==> config.mk <==
export PLATFORM = sky130hd
export DESIGN_NAME = fir_coef_loader
export DESIGN_NICKNAME = d
export VERILOG_FILES = /design/src/rtl/fir_coef_loader.sv
export SDC_FILE = /design/constraint.sdc
export NUM_CORES = 1
export LEC_CHECK = 0
export BUFFER_PORTS_ARGS = -buffer_cell sky130_fd_sc_hd__buf_4
export CAP_MARGIN = 5
export CORE_ASPECT_RATIO = 2
export CORE_MARGIN = 5
export CORE_UTILIZATION = 50
export CTS_CLUSTER_DIAMETER = 120
export DETAILED_ROUTE_END_ITERATION = 10
export GPL_ROUTABILITY_DRIVEN = 0
export PLACE_DENSITY = 0.74
export SLEW_MARGIN = 20
export SYNTH_ARGS = -nofsm -noshare
export SYNTH_HDL_FRONTEND = slang
export SYNTH_SLANG_ARGS = --single-unit
export TNS_END_PERCENT = 1
==> constraint.sdc <==
create_clock -name clk -period 3.6 [get_ports clk]
set_input_delay 0 -clock clk [delete_from_list [all_inputs] [get_ports clk]]
set_output_delay 0 -clock clk [all_outputs]
set_load 0.03 [all_outputs]
==> src/rtl/fir_coef_loader.sv <==
// Bit-serial loader for the FIR coefficient bank: shifts a 60-bit frame into a shadow register and commits all taps on one edge.
// Latency: commit 1 clk after the last data bit; no backpressure, the serial stream is accepted every cycle s_frame is high.
module fir_coef_loader #(
  parameter int W    = 12,
  parameter int NTAP = 5
) (
  input  logic                clk,
  input  logic                rst,
  input  logic                s_frame,
  input  logic                s_data,
  output logic signed [W-1:0] c0,
  output logic signed [W-1:0] c1,
  output logic signed [W-1:0] c2,
  output logic signed [W-1:0] c3,
  output logic signed [W-1:0] c4,
  output logic                coef_valid,
  output logic                load_done,
  output logic                load_err,
  output logic                busy
);

  localparam int         FLEN   = NTAP * W;
  localparam logic [5:0] FLEN_C = 6'(FLEN);

  typedef enum logic [1:0] {IDLE, SHIFT, OVER} state_t;

  state_t            state, state_nxt;
  logic [5:0]        cnt, cnt_nxt;
  logic [FLEN-1:0]   shadow, shadow_nxt;
  logic              commit, reject;

  always_ff @(posedge clk or posedge rst) begin
    if (rst) begin
      state  <= IDLE;
      cnt    <= '0;
      shadow <= '0;
    end else begin
      state  <= state_nxt;
      cnt    <= cnt_nxt;
      shadow <= shadow_nxt;
    end
  end

  always_comb begin
    state_nxt  = state;
    cnt_nxt    = cnt;
    shadow_nxt = shadow;
    commit     = 1'b0;
    reject     = 1'b0;
    case (state)
      IDLE: begin
        if (s_frame) begin
          shadow_nxt = {shadow[FLEN-2:0], s_data};
          cnt_nxt    = 6'd1;
          state_nxt  = SHIFT;
        end
      end
      SHIFT: begin
        if (s_frame) begin
          // A 61st bit marks the frame as overlong; stop shifting and wait for it to end.
          if (cnt == FLEN_C) begin
            state_nxt = OVER;
          end else begin
            shadow_nxt = {shadow[FLEN-2:0], s_data};
            cnt_nxt    = cnt + 6'd1;
          end
        end else begin
          commit    = (cnt == FLEN_C);
          reject    = (cnt != FLEN_C);
          cnt_nxt   = '0;
          state_nxt = IDLE;
        end
      end
      OVER: begin
        if (!s_frame) begin
          reject    = 1'b1;
          cnt_nxt   = '0;
          state_nxt = IDLE;
        end
      end
      default: begin
        cnt_nxt   = '0;
        state_nxt = IDLE;
      end
    endcase
  end

  // Outputs are all registered; the coefficient bank only moves on a commit edge.
  always_ff @(posedge clk or posedge rst) begin
    if (rst) begin
      c0         <= '0;
      c1         <= '0;
      c2         <= '0;
      c3         <= '0;
      c4         <= '0;
      coef_valid <= 1'b0;
      load_done  <= 1'b0;
      load_err   <= 1'b0;
      busy       <= 1'b0;
    end else begin
      load_done <= commit;
      load_err  <= reject;
      busy      <= (state_nxt != IDLE);
      if (commit) begin
        c0         <= shadow[4*W +: W];
        c1         <= shadow[3*W +: W];
        c2         <= shadow[2*W +: W];
        c3         <= shadow[1*W +: W];
        c4         <= shadow[0*W +: W];
        coef_valid <= 1'b1;
      end
    end
  end

endmodule

==> results.md, run 1 <==
* Reg2reg start: cnt[0]
* Initial Util at between 50% and 60%
* Mapped Nets at 340
* CTS max path bufs at 2
* WP data required at 3.89 ns
* CTS buffer count at 17
* Number of post-CTS setup repair buffers at 0
* Vias/cell at 5.229
* Top-count cell post-synth: dfrtp_1
* Lkg Pwr at around 3.3 nW
* Tightest Hold Check Type: in2reg
* Flop2flop setup slack at approximately 1.1 ns
* Clock transition at path regs at ~0.060 ns
* Dominant synthesized flop cell: dfrtp_1
* Total track usage at between 10% and 20%
* Hold buffers post-CTS at 3
* Fin area at approximately 6500 µm²
* Area Growth Syn to Fin at 22.96%
* Placed cells at between 500 and 600
* Setup TNS at 0 ns
* Final WL at about 9000 µm
* Synth unique cells at 32
* Min Tclk post-route at roughly 2.5 ns
* Top delay family on crit path: simple AND/OR/NAND/NOR gates
* Endpoints failing setup at 0
* CTS Sinks at 132
* Crit share post-route at a little over two thirds
* Synthesized instance count at 330
* Sink of the worst hold path: shadow[0]
* Worst setup startpoint: cnt[0]
* Total grt overflow at 0
* Post-CTS sizing at 0
* Fmax at 400.2 MHz
* Antenna Cells at 0
* Least-Margin Pin Slew at ~1 ns
* Clock Latency Late Sink at between 0.4 and 0.5 ns
* CTS tree: yes
* Core area at 10,410 µm²
* Cell taking the most area after synthesis: dfrtp_1
* Die ar. at between 10,000 and 15,000 µm²
* Routed length per instance at 16.13 µm
* Share of the synthesized area in the top cell type at between 60% and 70%
* Startpoint Class: flip-flop
* Nets at between 400 and 500
* H-Tree Level Count at 4
* Worst path bufs/invs at 1
* 1st-iter DRT viols at 80
* Crit-path max cell delay at slightly below 0.8 ns
* Residual DRC at 0
* CP Data Arrival Time at 2.79 ns
* Hold path depth at 3
* Crit path cell chain: inv_1 > ha_1 > and4_4 > nand3_4 > nor2_8 > mux2_2
* Die H at between 150 and 200 µm
* Routed Antenna Nets at 0
* Critical-path top delay cell: nor2_8
* Final Hold Fails at 0
* CTS root buffer: clkbuf_16
* Row cnt at 53
* Vias post-DR at roughly 2.9k
* Largest net degree at the start of global routing at 81
* Critical path class: reg2reg
* Final setup skew at between 0.006 and 0.007 ns
* Number of global-route vias before repair at 3,179
* # IOs at a little under 70
* Max VDD drop at between 0.0004 and 0.0005 V
* Post-Synthesis Cell Area at around 5200 µm²
* Top cells by area, synth: dfrtp_1 (63%), mux2_2 (21%), mux2_1 (4.9%), buf_6 (2.1%), ha_1 (1.4%)
* Post-synthesis sequential area ratio at a little over three fifths
* Post-synth EDFFs at 0
* Power per cell area at ~630 nW/µm²
* Number of port buffers at 67
* Max-slew violations at 0
* Hpwl dp at between 5000 and 6000 µm
* Initial antenna violation count at 0
* Placed Instance Area at a little under 6000 µm²
* Syn avg cell area at 15.90 µm²
* Commonest cells in the netlist: dfrtp_1 (132), mux2_2 (97), mux2_1 (23)
* Layout cells sized above 1 at about half
* Setup crit end kind: flip-flop
* Post-synth ARST share at 100.0%
* Status: complete, no violations
* Die width at between 80 and 90 µm
* R2R Path End: c0[7]
* Final std cells w/o fill at roughly 560
* TritonRoute pass-1 iters at 4
* First-pass GRT wire length at ~15,000 µm
* Hold Startpoint: s_data
* Register bit total from synthesis at between 100 and 150
* Setup repair after global routing missed its margin: false
* Crit Path Max Fanout at just over 60
* Max transition margin at approximately 33%
* Max_cap viols at 0
* Worst r2r path cells at 6
* Total number of yosys warnings at 0
## logic make-up (layout without fill, tap and decap cells)
group                      count (synthesis)  in the layout  share of synthesized area, %
and+or+nand+nor                           26             26                         3.172
AOI/OAI and AO/OA                         24             24                         3.004
muxes                                    121            121                         25.94
DFF                                      132            132                         62.95
adders and majority gates                  6              6                         1.431
buffers and inverters                     21            112                         3.505
## stage by stage
stage	hold slack, ns	setup WS [ns]	total power (W)	utilization [%]
after floorplan	0.1317	0.07395	0.002229	-
after CTS	0.3318	1.078	0.004118	61.98
after detailed placement	0.2192	1.105	0.002324	55.68
final	0.3566	1.101	0.004079	61.98
after global routing	0.3535	0.9363	0.004260	61.98
after global placement	0.2164	1.172	0.002296	55.68
## per-layer routing
metal / share of wire [%] / routed length, µm / global-route usage [%]
met5: 0 / 0 / 0
met3: 4.2 / 379 / 4.925
met1: 39 / 3520 / 18.29
met4: 1.5 / 136 / 6.577
met2: 55 / 4966 / 26.65
## worst max path at each step
| stage | depth (start not counted) | slack [ns] | end |
|---|---|---|---|
| 2_1_floorplan | 1 | 0.07 | busy |
| 3_3_place_gp | 6 | 1.17 | c1[4] |
| 3_5_place_dp | 6 | 1.11 | c0[7] |
| 4_1_cts | 6 | 1.08 | c0[7] |
| 5_1_grt | 6 | 0.94 | c0[7] |
| 6_report | 6 | 1.10 | c0[7] |
## cells in the final DEF (no fill, tap or decap), types with 2 or more instances in the layout
| master | Yosys | layout |
|---|---|---|
| a21oi_1 | 9 | 9 |
| a31oi_1 | 2 | 2 |
| and2_1 | 2 | 2 |
| buf_4 | 2 | 72 |
| bufinv_16 | 0 | 3 |
| clkbuf_16 | 0 | 17 |
| clkbuf_8 | 2 | 2 |
| clkinv_4 | 0 | 2 |
| clkinvlp_4 | 0 | 4 |
| dfrtp_1 | 132 | 132 |
| dlygate4sd3_1 | 0 | 3 |
| ha_1 | 6 | 6 |
| inv_1 | 5 | 4 |
| inv_6 | 0 | 4 |
| mux2_1 | 23 | 23 |
| mux2_2 | 97 | 97 |
| nand2_1 | 8 | 8 |
| nand3_1 | 4 | 4 |
| nor2_1 | 3 | 3 |
| o21ai_0 | 6 | 6 |
| o31ai_1 | 2 | 2 |
## tightest hold or removal path, delay by kind of cell
family,cells,cell delay [ns]
mux,1,0.10
buf+inv,2,0.62
## where the power goes
group	switching, W	internal (W)
Sequential	0.000125	0.00165
Combinational	0.000263	0.000258
Clock	0.000647	0.00114
## state kept, by name, indices dropped and copies added, names as in the netlist
| signal | flops |
|---|---|
| c0 | 12 |
| state | 2 |
| c3 | 12 |
| cnt | 6 |
| shadow | 60 |
| busy | 1 |
| c2 | 12 |
| coef_valid | 1 |
| c1 | 12 |
| load_done | 1 |
| load_err | 1 |
| c4 | 12 |
## area by class of cell
| class | instances | area [µm²] |
|---|---|---|
| well taps | 137 | 171.4 |
| clock inverters | 13 | 172.7 |
| inverters | 5 | 21.27 |
| multi-input cells | 177 | 1760 |
| repair buffers | 75 | 570.5 |
| flip-flops and latches | 132 | 3303 |
| clock buffers | 19 | 452.9 |
| fillers | 789 | 3959 |
(Power assumes the default switching activity.)
==> run 2, diff against run 1 <==
--- a/config.mk
+++ b/config.mk
@@ -13,7 +13,7 @@
 export CTS_CLUSTER_DIAMETER = 120
 export DETAILED_ROUTE_END_ITERATION = 10
 export GPL_ROUTABILITY_DRIVEN = 0
-export PLACE_DENSITY = 0.74
+export PLACE_DENSITY = 0.72
 export SLEW_MARGIN = 20
 export SYNTH_ARGS = -nofsm -noshare
 export SYNTH_HDL_FRONTEND = slang
==> constraint.sdc (replaced) <==
create_clock -name clk -period 2.3 [get_ports clk]
set_input_delay 0 -clock clk [delete_from_list [all_inputs] [get_ports clk]]
set_output_delay 0 -clock clk [all_outputs]
set_load 0.03 [all_outputs]
==> run 2 against run 1 <==
Compared with the run above:
- sequential power is 58% higher
- critical endpoint is now shadow[52]
- fmax increased by 18%
- utilization up 0.87 points
- register-to-register slack got worse by 0.92 ns
- cell count increased by 0.36%
- clock power grew 54%
==> results.md, run 2 (synthesis gave the netlist of run 1 again) <==
* Placed Instance Area at between 5000 and 6000 µm²
* CTS tree: yes
* Flop2flop setup slack at between 0.15 and 0.2 ns
* Layout cells sized above 1 at between 40% and 50%
* Post-CTS sizing at 0
* Pint at between 0.004 and 0.005 W
* Max VDD drop at roughly 0.00073 V
* Lkg Pwr at 3.365 nW
* Commonest non-fill, non-tap cell in the layout: dfrtp_1
* Initial antenna violation count at 0
* Switching share of power at 23.86%
* TritonRoute pass-1 iters at 5
* # IOs at just under 70
* CP Data Arrival Time at approximately 2.4 ns
* Die width at approximately 82 µm
* Endpoints failing setup at 0
* Top reg by flops: shadow
* CTS max path bufs at 2
* WP data required at around 2.6 ns
* Max_cap viols at 0
* Power per cell area at between 900 and 1000 nW/µm²
* Critical path class: reg2reg
* Commonest non-fill, non-tap cells in the layout: dfrtp_1 (132), mux2_2 (97), buf_4 (73)
* Least-Margin Pin Slew at 0.7054 ns
* Max transition margin at between 50% and 60%
* Final WL at 9177 µm
* Setup crit end kind: flip-flop
* Status: complete, no violations
* Max FFs per register at 60
* Placed cells at around 530
* Final std cells w/o fill at 560
* Min Tclk post-route at between 2 and 2.5 ns
* Tightest Hold Check Type: in2async
* Total grt overflow at 0
* Power share of the sequential group at 43.4%
* Startpoint Class: flip-flop
* Row cnt at 53
* Die H at 154.9 µm
* Antenna Cells at 0
* Largest net degree at the start of global routing at approximately 130
* Setup TNS at 0 ns
* Number of global-route vias before repair at just over 3k
* CTS buffer count at 17
* Max-slew violations at 0
* Vias post-DR at ~2.9k
* Area Growth Syn to Fin at 24.68%
* Hpwl dp at between 5000 and 6000 µm
* Clock transition at path regs at ~0.050 ns
* Initial Util at ~50%
* Nets at between 400 and 500
* Total track usage at approximately 16%
* Core area at ~10,000 µm²
* Crit Path Max Fanout at 9
* Fmax at 471.7 MHz
* Gate power share at 14.2%
* CTS root buffer: clkbuf_16
* Number of port buffers at between 60 and 70
* 1st-iter DRT viols at 122
* CTS Sinks at approximately 130
* H-Tree Level Count at 4
* Die ar. at around 13,000 µm²
* First-pass GRT wire length at ~15,000 µm
* Clock power frac at roughly 43%
* Vias/cell at 5.216
* Final setup skew at around 0.0074 ns
* Crit share post-route at between 90 and 100%
* Residual DRC at 0
* Routed Antenna Nets at 0
* Fin area at 6543 µm²
* Routed length per instance at between 15 and 20 µm
* Clock Latency Late Sink at around 0.4 ns
* P_sw at ~0.0015 W
* Setup repair after global routing missed its margin: false
* Final Hold Fails at 0
==> run 2: worst max-delay path, cell delays in order, from the launching register on <==
cell	delay, ns
dfrtp_1	0.43
inv_1	0.13
ha_1	0.20
and4_4	0.28
nand3_4	0.12
o211ai_4	0.23
buf_4	0.26
mux2_2	0.35
==> run 2: area by class of cell <==
type / count / area, µm²
Timing Repair Buffer: 81 / 678.2
Clock buffer: 24 / 511.7
Tap cell: 137 / 171.4
Multi-Input combinational cell: 177 / 1760
Sequential cell: 132 / 3303
Inverter: 5 / 22.52
Fill cell: 784 / 3869
Clock inverter: 4 / 95.09
==> run 2: routing by layer <==
layer / vias to the layer above / GRT usage (%) / share of wire, %
met3: 18 / 4.287 / 4.2
met5: - / 0 / 0
li1: 1330 / - / -
met2: 65 / 26.11 / 55
met4: 0 / 7.448 / 1.9
met1: 1508 / 19.13 / 39
==> run 2: path summary, 6_finish.rpt <==
check,startpoint,to,cells past startpoint
setup / recovery,cnt[0],shadow[52],7
max in group asynchronous,rst,shadow[24],4
setup reg to reg,cnt[0],shadow[52],7
min in group clk,s_data,shadow[0],3
hold reg to reg,coef_valid,coef_valid,1
hold / removal,rst,c0[6],4
==> run 2: per-stage QoR <==
step / util [%] / total power, W / hold slack, ns / setup slack (ns)
finish: 62.84 / 0.006456 / 0.3357 / 0.1802
floorplan: - / 0.003490 / 0.1317 / 0.4437
CTS: 62.55 / 0.006502 / 0.3460 / 0.07773
global placement: 56.44 / 0.003668 / 0.2168 / 0.1977
global route: 62.84 / 0.006751 / 0.3845 / 0.07181
detailed placement: 56.44 / 0.003720 / 0.2201 / 0.1142
==> run 2: power groups by stage <==
stage,sequential [W],combinational [W],clock [W]
floorplan,0.00277,0.000717,0
global placement,0.00282,0.000843,0
detailed placement,0.00284,0.000883,0
CTS,0.00280,0.000892,0.00281
global route,0.00284,0.00100,0.00291
finish,0.00280,0.000915,0.00274
==> run 2: what timing repair did <==
action / CTS / global route
endpoints found under the setup margin: 0 / 35
endpoints found under the hold margin: 134 / 0
hold buffers: 3 / 0
setup buffers: 0 / 4
==> run 3, diff against run 2 <==
==> config.mk (replaced) <==
export PLATFORM = sky130hd
export DESIGN_NAME = fir_coef_loader
export DESIGN_NICKNAME = d
export VERILOG_FILES = /design/src/rtl/fir_coef_loader.sv
export SDC_FILE = /design/constraint.sdc
export NUM_CORES = 1
export LEC_CHECK = 0
export BUFFER_PORTS_ARGS = -buffer_cell sky130_fd_sc_hd__buf_2
export CAP_MARGIN = 5
export CORE_ASPECT_RATIO = 2
export CORE_MARGIN = 5
export CORE_UTILIZATION = 35
export CTS_CLUSTER_DIAMETER = 120
export DETAILED_ROUTE_END_ITERATION = 10
export PLACE_DENSITY = 0.54
export SLEW_MARGIN = 20
export SYNTH_ARGS = -nofsm -noshare
export SYNTH_HDL_FRONTEND = slang
export SYNTH_SLANG_ARGS = --single-unit
export TNS_END_PERCENT = 1
==> run 3 against run 2 <==
Compared with the run above:
- die area grew 39%
- combinational power shrank 9.0%
- first-iteration DRC count shrank 11%
- flip-flop and latch count is the same
- total power shrank 3.6%
- global-route usage shrank 4.1 points
- worst setup slack gained 0.031 ns
- utilization shrank 20 points
- hold slack lost 0.097 ns
- clock skew grew 0.0010 ns
- count of clock-buffer cells in the layout shrank 4
==> results.md, run 3 (synthesis gave the netlist of run 1 again) <==
* Status: complete, no violations
* Area of the multi-input gates at 1760 µm²
* Area Growth Syn to Fin at 21.27%
* Residual DRC at 0
* Fmax at about 480 MHz
* Max-slew violations at 0
* Endpoints failing setup at 0
* WP data required at between 2 and 3 ns
* Total grt overflow at 0
* FILL cells at around 1.4k
* Core area at roughly 15,000 µm²
* Flop2flop setup slack at 0.21 ns
* CTS root buffer: clkbuf_16
* # IOs at 68
* CP Data Arrival Time at approximately 2.4 ns
* Min Tclk post-route at 2.089 ns
* Tightest Hold Check Type: in2async
* Post-CTS sizing at 0
* Worst r2r path cells at 7
* Setup repair after global routing missed its margin: false
* Hpwl dp at 6390 µm
* Startpoint Class: flip-flop
* Layout cells sized above 1 at between 40% and 50%
* Crit path cell chain: inv_1 > ha_1 > and4_4 > nand3_4 > o211ai_4 > buf_4 > mux2_2
* Setup TNS at 0 ns
* CTS Sinks at about 130
* Critical path class: reg2reg
* Critical-path top delay cell: dfrtp_1
* Crit Path Max Fanout at 22
* Number of global-route vias before repair at 3,255
* Die H at 183.2 µm
* Row cnt at 63
* Initial antenna violation count at 0
* Clock transition at path regs at about 0.06 ns
* Setup crit end kind: flip-flop
* Nets at 420
* Crit-path max cell delay at between 0.4 and 0.5 ns
* PnR worst setup slack at ~0.21 ns
* R2R Path End: shadow[19]
* Number of post-CTS setup repair buffers at 0
* Initial Util at 35.41%
* Crit share post-route at ~91%
* Max VDD drop at 0.0005156 V
* Number of port buffers at 67
* Final Hold Fails at 0
* Routed length per instance at 15.27 µm
* Max_cap viols at 0
* FF/Latch Area at 3303 µm²
* Largest net degree at the start of global routing at between 70 and 80
* CTS max path bufs at 2
* Routed Antenna Nets at 0
* Clock Latency Late Sink at just over 0.4 ns
* Commonest non-fill, non-tap cells in the layout: dfrtp_1 (132), mux2_2 (97), buf_2 (67)
* Antenna Cells at 0
* Top reg by flops: shadow
* Die width at approximately 97 µm
* Max transition margin at about 57%
* Commonest non-fill, non-tap cell in the layout: dfrtp_1
* Total track usage at a little under an eighth
* Final WL at about 9400 µm
* 1st-iter DRT viols at about 110
* Vias/cell at 4.725
* Max FFs per register at 60
* CTS buffer count at 17
* Reg2reg start: cnt[0]
* Worst setup startpoint: cnt[0]
* CTS tree: yes
* H-Tree Level Count at 4
* Vias post-DR at slightly below 3k
* Least-Margin Pin Slew at ~0.65 ns
* Final setup skew at 0.008402 ns
* TritonRoute pass-1 iters at 4
* Die ar. at between 15,000 and 20,000 µm²
* Pre-CTS setup slack at 0.1979 ns
* Lkg Pwr at roughly 3.3 nW
* Power per cell area at between 900 and 1000 nW/µm²
* GPL Wtd Cong at just over 0.7
* First-pass GRT wire length at approximately 16,000 µm
run 3: changes by cell type in the layout (fill, tap and decap cells not counted), moves of 2 or more:
cell / change
buf_12: -2
buf_2: +67
buf_4: -69
clkinv_2: +3
clkinv_4: +4
clkbuf_8: -5
run 3: layout make-up:
cell class / instances / share of cell area (%)
clock buffers: 20 / 7.019
clock inverters: 12 / 2.064
inverters: 5 / 0.3539
multi-input cells: 177 / 27.66
flip-flops and latches: 132 / 51.91
well taps: 195 / 3.834
repair buffers: 77 / 7.157
run 3: how the worst max path moves through the flow:
| stage | endpoint | slack (ns) | depth (start not counted) |
|---|---|---|---|
| 2_1_floorplan | shadow[10] | 0.44 | 7 |
| 3_3_place_gp | shadow[17] | 0.30 | 7 |
| 3_5_place_dp | shadow[19] | 0.20 | 7 |
| 4_1_cts | shadow[19] | 0.20 | 7 |
| 5_1_grt | shadow[19] | 0.1 | 7 |
| 6_report | shadow[19] | 0.21 | 7 |
run 3: through the flow:
stage               total power [W]  area, µm²  std cells  util (%)  hold slack (ns)
floorplan                  0.003490       5251        330         -           0.1317
global placement           0.003661       5756        583     38.84           0.1077
detailed placement         0.003694       5756        583     38.84           0.1296
CTS                        0.006340       6364        618     42.94           0.2502
global route               0.006540       6364        618     42.94           0.2836
finish                     0.006223       6364        618     42.94           0.2390
run 3: report_power, final:
group | internal, W | switching, W
Sequential | 0.00258 | 0.000215
Combinational | 0.000416 | 0.000417
Clock | 0.00162 | 0.000967
Total | 0.00462 | 0.00160
run 3: repair_timing:
action | in CTS | in global routing
hold buffers | 3 | 0
endpoints found under the hold margin | 29 | 0
endpoints found under the setup margin | 0 | 0
run 3: metal layers:
layer | GRT usage, % | wire length, µm | vias to the layer above
li1 | - | - | 1340
met1 | 13.23 | 3639 | 1520
met2 | 20.46 | 5257 | 49
met3 | 3.941 | 382 | 11
met4 | 4.384 | 159 | 0
met5 | 0 | 0 | -
run 3: critical path: cells and delay by family (launching register included):
| kind | cells | cell delay (ns) |
|---|---|---|
| AOI/OAI and AO/OA | 1 | 0.14 |
| adders and majority gates | 1 | 0.20 |
| DFF | 1 | 0.42 |
| buffers and inverters | 2 | 0.43 |
| muxes | 1 | 0.38 |
| and+or+nand+nor | 2 | 0.39 |
